<file path="config.mk">
export PLATFORM = sky130hd
export DESIGN_NAME = alu_issue_ctrl
export DESIGN_NICKNAME = d
export VERILOG_FILES = /design/src/rtl/alu_pkg.sv /design/src/rtl/alu_issue_ctrl.sv
export SDC_FILE = /design/constraint.sdc
export NUM_CORES = 1
export LEC_CHECK = 0
export BUFFER_PORTS_ARGS = -buffer_cell sky130_fd_sc_hd__buf_2
export CAP_MARGIN = 5
export CORE_MARGIN = 3
export CORE_UTILIZATION = 30
export CTS_CLUSTER_SIZE = 14
export DETAILED_ROUTE_END_ITERATION = 10
export HOLD_SLACK_MARGIN = 0.06
export PLACE_DENSITY = 0.68
export SLEW_MARGIN = 15
export SYNTH_ARGS = -nofsm -noshare
export SYNTH_HDL_FRONTEND = slang
export SYNTH_SLANG_ARGS = --single-unit
</file>
<file path="constraint.sdc">
create_clock -name clk -period 1.93 [get_ports clk]
set_clock_uncertainty 0.1 [all_clocks]
set_input_delay 0.386 -clock clk [delete_from_list [all_inputs] [get_ports clk]]
set_output_delay 0.386 -clock clk [all_outputs]
set_load 0.005 [all_outputs]
</file>
<file path="src/rtl/alu_pkg.sv">
// Shared encodings for the ALU issue path: opcode classes, the decinst codes the ALU executes,
// the issue FSM state encoding and the captured write-back record.
package alu_pkg;

    localparam logic [6:0] BRANCH_OPC = 7'b1100011;
    localparam logic [6:0] OP_OPC     = 7'b0110011;
    localparam logic [6:0] OPIMM_OPC  = 7'b0010011;
    localparam logic [6:0] LUI_OPC    = 7'b0110111;
    localparam logic [6:0] AUIPC_OPC  = 7'b0010111;

    // decinst = {1'b0, funct7[5], funct3, opcode}
    localparam logic [11:0] DI_ADD   = {1'b0, 1'b0, 3'b000, OP_OPC};
    localparam logic [11:0] DI_SUB   = {1'b0, 1'b1, 3'b000, OP_OPC};
    localparam logic [11:0] DI_SLL   = {1'b0, 1'b0, 3'b001, OP_OPC};
    localparam logic [11:0] DI_SLT   = {1'b0, 1'b0, 3'b010, OP_OPC};
    localparam logic [11:0] DI_SLTU  = {1'b0, 1'b0, 3'b011, OP_OPC};
    localparam logic [11:0] DI_XOR   = {1'b0, 1'b0, 3'b100, OP_OPC};
    localparam logic [11:0] DI_SRL   = {1'b0, 1'b0, 3'b101, OP_OPC};
    localparam logic [11:0] DI_SRA   = {1'b0, 1'b1, 3'b101, OP_OPC};
    localparam logic [11:0] DI_OR    = {1'b0, 1'b0, 3'b110, OP_OPC};
    localparam logic [11:0] DI_AND   = {1'b0, 1'b0, 3'b111, OP_OPC};
    localparam logic [11:0] DI_ADDI  = {1'b0, 1'b0, 3'b000, OPIMM_OPC};
    localparam logic [11:0] DI_SLTI  = {1'b0, 1'b0, 3'b010, OPIMM_OPC};
    localparam logic [11:0] DI_SLTIU = {1'b0, 1'b0, 3'b011, OPIMM_OPC};
    localparam logic [11:0] DI_XORI  = {1'b0, 1'b0, 3'b100, OPIMM_OPC};
    localparam logic [11:0] DI_ORI   = {1'b0, 1'b0, 3'b110, OPIMM_OPC};
    localparam logic [11:0] DI_ANDI  = {1'b0, 1'b0, 3'b111, OPIMM_OPC};
    localparam logic [11:0] DI_SLLI  = {1'b0, 1'b0, 3'b001, OPIMM_OPC};
    localparam logic [11:0] DI_SRLI  = {1'b0, 1'b0, 3'b101, OPIMM_OPC};
    localparam logic [11:0] DI_SRAI  = {1'b0, 1'b1, 3'b101, OPIMM_OPC};
    localparam logic [11:0] DI_BEQ   = {1'b0, 1'b0, 3'b000, BRANCH_OPC};
    localparam logic [11:0] DI_BNE   = {1'b0, 1'b0, 3'b001, BRANCH_OPC};
    localparam logic [11:0] DI_BLT   = {1'b0, 1'b0, 3'b100, BRANCH_OPC};
    localparam logic [11:0] DI_BGE   = {1'b0, 1'b0, 3'b101, BRANCH_OPC};
    localparam logic [11:0] DI_BLTU  = {1'b0, 1'b0, 3'b110, BRANCH_OPC};
    localparam logic [11:0] DI_BGEU  = {1'b0, 1'b0, 3'b111, BRANCH_OPC};
    // AUIPC relies on register-read muxing the PC onto rs1
    localparam logic [11:0] DI_LUI   = {1'b0, 1'b0, 3'b000, LUI_OPC};
    localparam logic [11:0] DI_AUIPC = {1'b0, 1'b0, 3'b000, AUIPC_OPC};

    typedef enum logic [1:0] {
        IDLE = 2'd0,
        LOAD = 2'd1,
        EXEC = 2'd2,
        DONE = 2'd3
    } state_e;

    typedef struct packed {
        logic [31:0] data;
        logic [4:0]  addr;
        logic        we;
        logic        carry;
        logic        br;
        logic        err;
    } wb_t;

    function automatic logic is_branch(input logic [11:0] di);
        return di[6:0] == BRANCH_OPC;
    endfunction

endpackage

</file>
<file path="src/rtl/alu_issue_ctrl.sv">
// One-at-a-time ALU sequencer: accept -> LOAD (en low) -> EXEC (en high until done/timeout) -> DONE.
// Minimum 4 cycles per instruction; DONE holds wb_* stable and blocks new work until wb_ready.
module alu_issue_ctrl
    import alu_pkg::*;
#(
    parameter int TIMEOUT = 31,
    parameter int CNT_W   = 6
) (
    input  logic        clk,
    input  logic        reset,
    input  logic        inst_valid,
    output logic        inst_ready,
    input  logic [11:0] decinst,
    input  logic [31:0] rs1_data,
    input  logic [31:0] rs2_data,
    input  logic [31:0] imm_data,
    input  logic [4:0]  rd_addr,
    output logic        alu_en,
    output logic [11:0] alu_decinst,
    output logic [31:0] alu_rs1,
    output logic [31:0] alu_rs2,
    output logic [31:0] alu_imm,
    input  logic [31:0] alu_rd,
    input  logic        alu_cmp,
    input  logic        alu_carry,
    input  logic        alu_is_rd,
    input  logic        alu_is_inst,
    output logic        wb_valid,
    input  logic        wb_ready,
    output logic [31:0] wb_data,
    output logic [4:0]  wb_addr,
    output logic        wb_we,
    output logic        wb_carry,
    output logic        br_taken,
    output logic        wb_err
);

    localparam logic [CNT_W-1:0] TO_CNT = CNT_W'(TIMEOUT);

    generate
        if (TIMEOUT < 16 || (64'd1 << CNT_W) <= 64'(TIMEOUT)) begin : g_param_chk
            $error("alu_issue_ctrl: TIMEOUT must be >= 16 and fit in CNT_W bits");
        end
    endgenerate

    state_e             state_q, state_d;
    logic [CNT_W-1:0]   cnt_q, cnt_d;
    logic               inst_ready_q, inst_ready_d;
    logic               alu_en_q, alu_en_d;
    logic [11:0]        decinst_q, decinst_d;
    logic [31:0]        rs1_q, rs1_d;
    logic [31:0]        rs2_q, rs2_d;
    logic [31:0]        imm_q, imm_d;
    logic [4:0]         rd_q, rd_d;
    logic               wb_valid_q, wb_valid_d;
    wb_t                wb_q, wb_d;

    logic               br_inst;
    logic               exec_hit;

    assign br_inst  = is_branch(decinst_q);
    // Branches never raise is_rd, so they complete on is_inst alone
    assign exec_hit = br_inst ? alu_is_inst : (alu_is_inst & alu_is_rd);

    always_comb begin
        state_d      = state_q;
        cnt_d        = cnt_q;
        inst_ready_d = inst_ready_q;
        alu_en_d     = alu_en_q;
        decinst_d    = decinst_q;
        rs1_d        = rs1_q;
        rs2_d        = rs2_q;
        imm_d        = imm_q;
        rd_d         = rd_q;
        wb_valid_d   = wb_valid_q;
        wb_d         = wb_q;

        case (state_q)
            IDLE: begin
                if (inst_valid && inst_ready_q) begin
                    decinst_d    = decinst;
                    rs1_d        = rs1_data;
                    rs2_d        = rs2_data;
                    imm_d        = imm_data;
                    rd_d         = rd_addr;
                    inst_ready_d = 1'b0;
                    state_d      = LOAD;
                end
            end
            LOAD: begin
                cnt_d    = '0;
                alu_en_d = 1'b1;
                state_d  = EXEC;
            end
            EXEC: begin
                cnt_d = cnt_q + CNT_W'(1);
                if (exec_hit) begin
                    // alu_rd is only looked at here, when the ALU is known to drive it
                    wb_d.data  = br_inst ? 32'd0 : alu_rd;
                    wb_d.addr  = rd_q;
                    wb_d.we    = !br_inst && (rd_q != 5'd0);
                    wb_d.carry = alu_carry;
                    wb_d.br    = br_inst & alu_cmp;
                    wb_d.err   = 1'b0;
                    alu_en_d   = 1'b0;
                    wb_valid_d = 1'b1;
                    state_d    = DONE;
                end else if (cnt_q == TO_CNT) begin
                    wb_d.data  = 32'd0;
                    wb_d.addr  = rd_q;
                    wb_d.we    = 1'b0;
                    wb_d.carry = 1'b0;
                    wb_d.br    = 1'b0;
                    wb_d.err   = 1'b1;
                    alu_en_d   = 1'b0;
                    wb_valid_d = 1'b1;
                    state_d    = DONE;
                end
            end
            DONE: begin
                if (wb_ready) begin
                    wb_valid_d   = 1'b0;
                    inst_ready_d = 1'b1;
                    state_d      = IDLE;
                end
            end
            default: begin
                state_d = IDLE;
            end
        endcase
    end

    always_ff @(posedge clk) begin
        if (!reset) begin
            state_q      <= IDLE;
            cnt_q        <= '0;
            inst_ready_q <= 1'b1;
            alu_en_q     <= 1'b0;
            decinst_q    <= '0;
            rs1_q        <= '0;
            rs2_q        <= '0;
            imm_q        <= '0;
            rd_q         <= '0;
            wb_valid_q   <= 1'b0;
            wb_q         <= '0;
        end else begin
            state_q      <= state_d;
            cnt_q        <= cnt_d;
            inst_ready_q <= inst_ready_d;
            alu_en_q     <= alu_en_d;
            decinst_q    <= decinst_d;
            rs1_q        <= rs1_d;
            rs2_q        <= rs2_d;
            imm_q        <= imm_d;
            rd_q         <= rd_d;
            wb_valid_q   <= wb_valid_d;
            wb_q         <= wb_d;
        end
    end

    assign inst_ready  = inst_ready_q;
    assign alu_en      = alu_en_q;
    assign alu_decinst = decinst_q;
    assign alu_rs1     = rs1_q;
    assign alu_rs2     = rs2_q;
    assign alu_imm     = imm_q;
    assign wb_valid    = wb_valid_q;
    assign wb_data     = wb_q.data;
    assign wb_addr     = wb_q.addr;
    assign wb_we       = wb_q.we;
    assign wb_carry    = wb_q.carry;
    assign br_taken    = wb_q.br;
    assign wb_err      = wb_q.err;

endmodule

</file>
[Word level (Yosys, flattened, before mapping)]
Index checks and enable logic that the tools add are counted.
Storage, ports and cells
  output and inout bits: 152
  word-level logic and storage cells: 62
  register bits after elaboration: 165
  bits of input ports: 153
Cells by class
  add/sub/neg operators: 1
  bitwise gates (word level): 2
  equal/unequal tests: 8
  multiplexer cells: 20
  reductions and logical operators: 15
Operator list (number)
  2-to-1 mux 41 bit: 2
  2-to-1 mux 32 bit: 1
  case mux 6 bit (2 select lines): 1
  AND reduction 3 bit: 3
  2-to-1 mux 1 bit: 8
  2-to-1 mux 2 bit: 4
  case mux 2 bit (4 select lines): 1
  nonzero test 2 bit: 4
  equality test 7 bit (second input constant): 1
  adder 6 x 1 -> 6 bit (second input constant): 1
  equality test 6 x 5 -> 1 bit (second input constant): 1
  case mux 1 bit (2 select lines): 3
  AND reduction 2 bit: 3
  nonzero test 5 bit: 1
  equality test 2 bit (second input constant): 2
  inequality test 2 bit (second input constant): 2
  inequality test 3 bit (second input constant): 1
  bitwise AND 1 bit: 2
  equality test 2 x 1 -> 1 bit (second input constant): 1
  logical AND 1 bit: 2
  logical NOT 2 bit: 1
  logical NOT 1 bit: 1

[Depth between registers and ports, before layout]
  depth after elaboration: 4
  gate-level depth with buffers: 8

[Least setup slack after synthesis]
No wires, ideal clock.
  path type: flip-flop to flip-flop
  start: register state_q[1]
  end: register imm_q[10], in the netlist alu_imm[10]
  setup time: 70 ps
  arrival time: 1428 ps
  cell stages (with the launch flop): 8
  required time: 1760 ps
  path buffers: 2
  path slack: 331 ps
  cell sequence: dfxtp_1 -> inv_1 -> ha_1 -> nand3_1 -> buf_2 -> buf_1 -> nand2_1 -> a21oi_1
On the way
  word-level cells in the longest chain between the ends: 2
RTL lines
  start, declared: line alu_issue_ctrl.sv:46  | state_e state_q, state_d;
  start signal, assigned: line alu_issue_ctrl.sv:147  | state_q <= state_d;
  logical NOT 2 bit: line alu_issue_ctrl.sv:78  | case (state_q)
  AND reduction 2 bit (no source line)
  end signal, assigned: line alu_issue_ctrl.sv:154  | imm_q <= imm_d;
  end, declared: line alu_issue_ctrl.sv:53  | logic [31:0] imm_q, imm_d;
Every way passes these cells.
A chain may end at the register's enable or synchronous reset.

[Worst setup path in the final report]
  start: register state_q[0]
  end: register wb_q, in the netlist wb_data[6]
On the way
  word-level cells in the longest chain between the ends: 2
RTL lines
  equality test 2 bit: line alu_issue_ctrl.sv:78
  AND reduction 2 bit (no source line)
  end signal, assigned: line alu_issue_ctrl.sv:157  | wb_q <= wb_d;
  end, declared: line alu_issue_ctrl.sv:56  | wb_t wb_q, wb_d;
Every way passes these cells.

==> summary.md <==
| Metric | Value |
|---|---|
| Mapped cell area | `6140 µm²` |
| Avg Cell Area, Syn | `8.11 µm²` |
| Top fanout value on the critical path | `26` |
| DRT Wirelength | `18500 µm` |
| GRT Util Overall | `0.160` |
| Core area | `19800 µm²` |
| Starting density of the core | `0.310` |
| H-tree depth | `4` |
| Peak supply drop | `0.000572 V` |
| Synth warnings | `0` |
| CTS tree | `yes` |
| Maxcap violations | `0` |
| Yosys reg bits | `165` |
| CP Class | `flop to flop` |
| Final setup fails | `0` |
| Die height | `149 µm` |
| Final period util | `0.907` |
| Mux cell area share after synthesis | `0.00326` |
| Via count | `6215` |
| P_leak | `3.90 nW` |
| Filler cell count | `2009` |
| Number of diodes | `0` |
| Commonest cells post-synth | `nand2_1 (235), dfxtp_1 (165), a21oi_1 (159)` |
| CTS max path bufs | `2` |
| Inserted Clock Buffers | `17` |
| Antenna violations before repair | `0` |
| Synth area leaders | `dfxtp_1 (54%), nand2_1 (14%), a21oi_1 (13%), nand4_1 (3.7%), nand3_1 (3.5%)` |
| Number of global-route vias before repair | `5743` |
| Unrepaired setup endpoints after global routing | `no` |
| Setup Buffers After CTS | `0` |
| Clock Pin Slew Worst Setup and Hold Paths | `0.07 ns` |
| Row count | `51` |
| Area fraction of the dominant cell type after synthesis | `0.538` |
| Run status | `finished clean` |
| Ys async rst share | `0` |
| Clk Tree Root Cell | `clkbuf_16` |
| Sequential fraction of the synthesis area | `0.538` |
| Tot Pwr | `0.0101 W` |
| Number of flops mapped to enable cells by yosys | `0` |
| Hold_buf cts | `0` |
| Area leader, netlist | `dfxtp_1` |
| Port bufs | `304` |
| XOR/XNOR share of the synthesized area | `0.00571` |
| WL per Instance | `14.1 µm` |
| CTS sink cnt | `165` |
| CP endpoint kind | `flop` |
| Max-slew violation count | `0` |
| Adder-cell share of the synthesized area | `0.0102` |
| Fin Setup TNS | `0 ns` |
| Maximum number of pins on one net before global-route repair | `82` |
| Reg2Reg Setup Slack | `0.18 ns` |
| First-pass GRT wire length | `29000 µm` |
| Clk_lat worst skew | `0.41 ns` |
| Synth unique cells | `34` |
| Tmin final | `1.75 ns` |
| Hold Path Class | `primary input to flop` |
| PwrDens | `1170 nW/µm²` |
| Max_slew headroom | `0.743` |
| Main synth FF type | `dfxtp_1` |
| Area delta synth->final | `40.2%` |
| Net count after synthesis | `915` |
| GR Overflow Total | `0` |
| Layout cells sized above 1 | `0.343` |
| Startpoint types | `flop` |
| Vias per cell | `4.73` |
| Total iterations of the first detailed-routing run | `5` |
| Final hold vios | `0` |
| Initial DRC count | `326` |
| Antenna Nets Post-Route | `0` |
| Cell count after synthesis | `757` |
| NumNets Final | `1195` |
| Post-synthesis simple-gate area fraction | `0.235` |
| Achievable Freq | `571 MHz` |
| DRC viols | `0` |
| Gpl congestion | `0.789` |
| PostCTS Resize Cnt | `0` |
| Largest family of logic cells by synthesized area | `simple AND/OR/NAND/NOR gates` |
| Num ports | `305` |
| Slew @ Worst Pin | `0.384 ns` |
| Die W | `149 µm` |
| Critical path required time | `2.17 ns` |
| Compound-Gate Fraction of Synth Area | `0.155` |
| Top-count cell post-synth | `nand2_1` |
| DP HPWL | `12900 µm` |
| Crit path arrival time | `1.99 ns` |
| Die area | `22200 µm²` |
## logic make-up (layout without fill, tap and decap cells)
family	after synthesis	count (layout)
xor gates and xnor gates	4	4
DFF	165	165
and+or+nand+nor	334	334
adders and majority gates	5	5
buffers and inverters	70	362
AOI/OAI and AO/OA	177	177
muxes	2	2
## per-layer routing
| layer | vias to the layer above | track usage | part of all wire |
|---|---|---|---|
| li1 | 3118 | - | - |
| met1 | 2848 | 0.199 | 0.42 |
| met2 | 220 | 0.263 | 0.50 |
| met3 | 29 | 0.0422 | 0.062 |
| met4 | 0 | 0.0654 | 0.023 |
| met5 | - | 0 | 0 |
## area by class of cell
class	instances	area (µm²)	share of cell area
clock buffers	19	433	0.0503
clock inverters	12	178	0.0207
inverters	6	25.0	0.00291
multi-input cells	522	2520	0.294
flip-flops and latches	165	3300	0.384
well taps	265	332	0.0386
repair buffers	325	1800	0.210
## final timing paths
kind	startpoint	endpoint	depth (start not counted)
worst max-delay path	state_q[0]	wb_data[6]	7
worst min-delay path	rs2_data[19]	alu_rs2[19]	3
worst max register to register	state_q[0]	wb_data[6]	7
worst min register to register	alu_decinst[8]	alu_decinst[8]	2
## cells in the final DEF (no fill, tap or decap), types with 2 or more instances in the layout
cell       count
clkbuf_16     17
inv_1          5
xor2_1         3
buf_4         11
nand3_1       42
clkbuf_1       2
nor2b_1        2
o211ai_1       7
bufinv_16      4
clkinv_4       2
nor2_1         7
mux2i_1        2
and3b_1        2
buf_2        304
clkinv_2       3
a21oi_1      159
ha_1           5
o21ai_0        3
nand2_1      235
inv_6          2
and3_1         2
nand4_1       36
dfxtp_1      165
buf_12        10
## metrics by stage
| stage | hold WS, ns | utilization | area [µm²] | instances | worst slack [ns] |
|---|---|---|---|---|---|
| floorplan | 0.349 | - | 6140 | 757 | 0.331 |
| global placement | 0.338 | 0.404 | 7990 | 1283 | 0.254 |
| detailed placement | 0.343 | 0.404 | 7990 | 1283 | 0.184 |
| CTS | 0.0692 | 0.435 | 8600 | 1314 | 0.179 |
| global route | 0.0772 | 0.435 | 8600 | 1314 | 0.0141 |
| finish | 0.102 | 0.435 | 8600 | 1314 | 0.179 |
## worst max-delay path: stages (launching register included)
cell	delay (ns)
dfxtp_1	0.33
inv_1	0.08
ha_1	0.25
and3_1	0.23
a22oi_4	0.24
buf_12	0.21
nand3_1	0.09
a21oi_1	0.14
## where the power goes
group          total (W)  switching (W)  internal [W]  leakage, nW
Combinational    0.00242        0.00140       0.00102         2.26
Sequential       0.00411       0.000238       0.00387         1.34
Clock            0.00355        0.00138       0.00217        0.298
Total             0.0101        0.00302       0.00706         3.90
## sequential cells by signal, indices dropped and copies added, names as in the netlist, 2 cells and up
name	cells
alu_imm	32
alu_rs1	32
alu_rs2	32
wb_data	32
alu_decinst	12
cnt_q	6
rd_q	5
wb_addr	5
state_q	2
No activity file was read; power rests on OpenSTA's default activity.
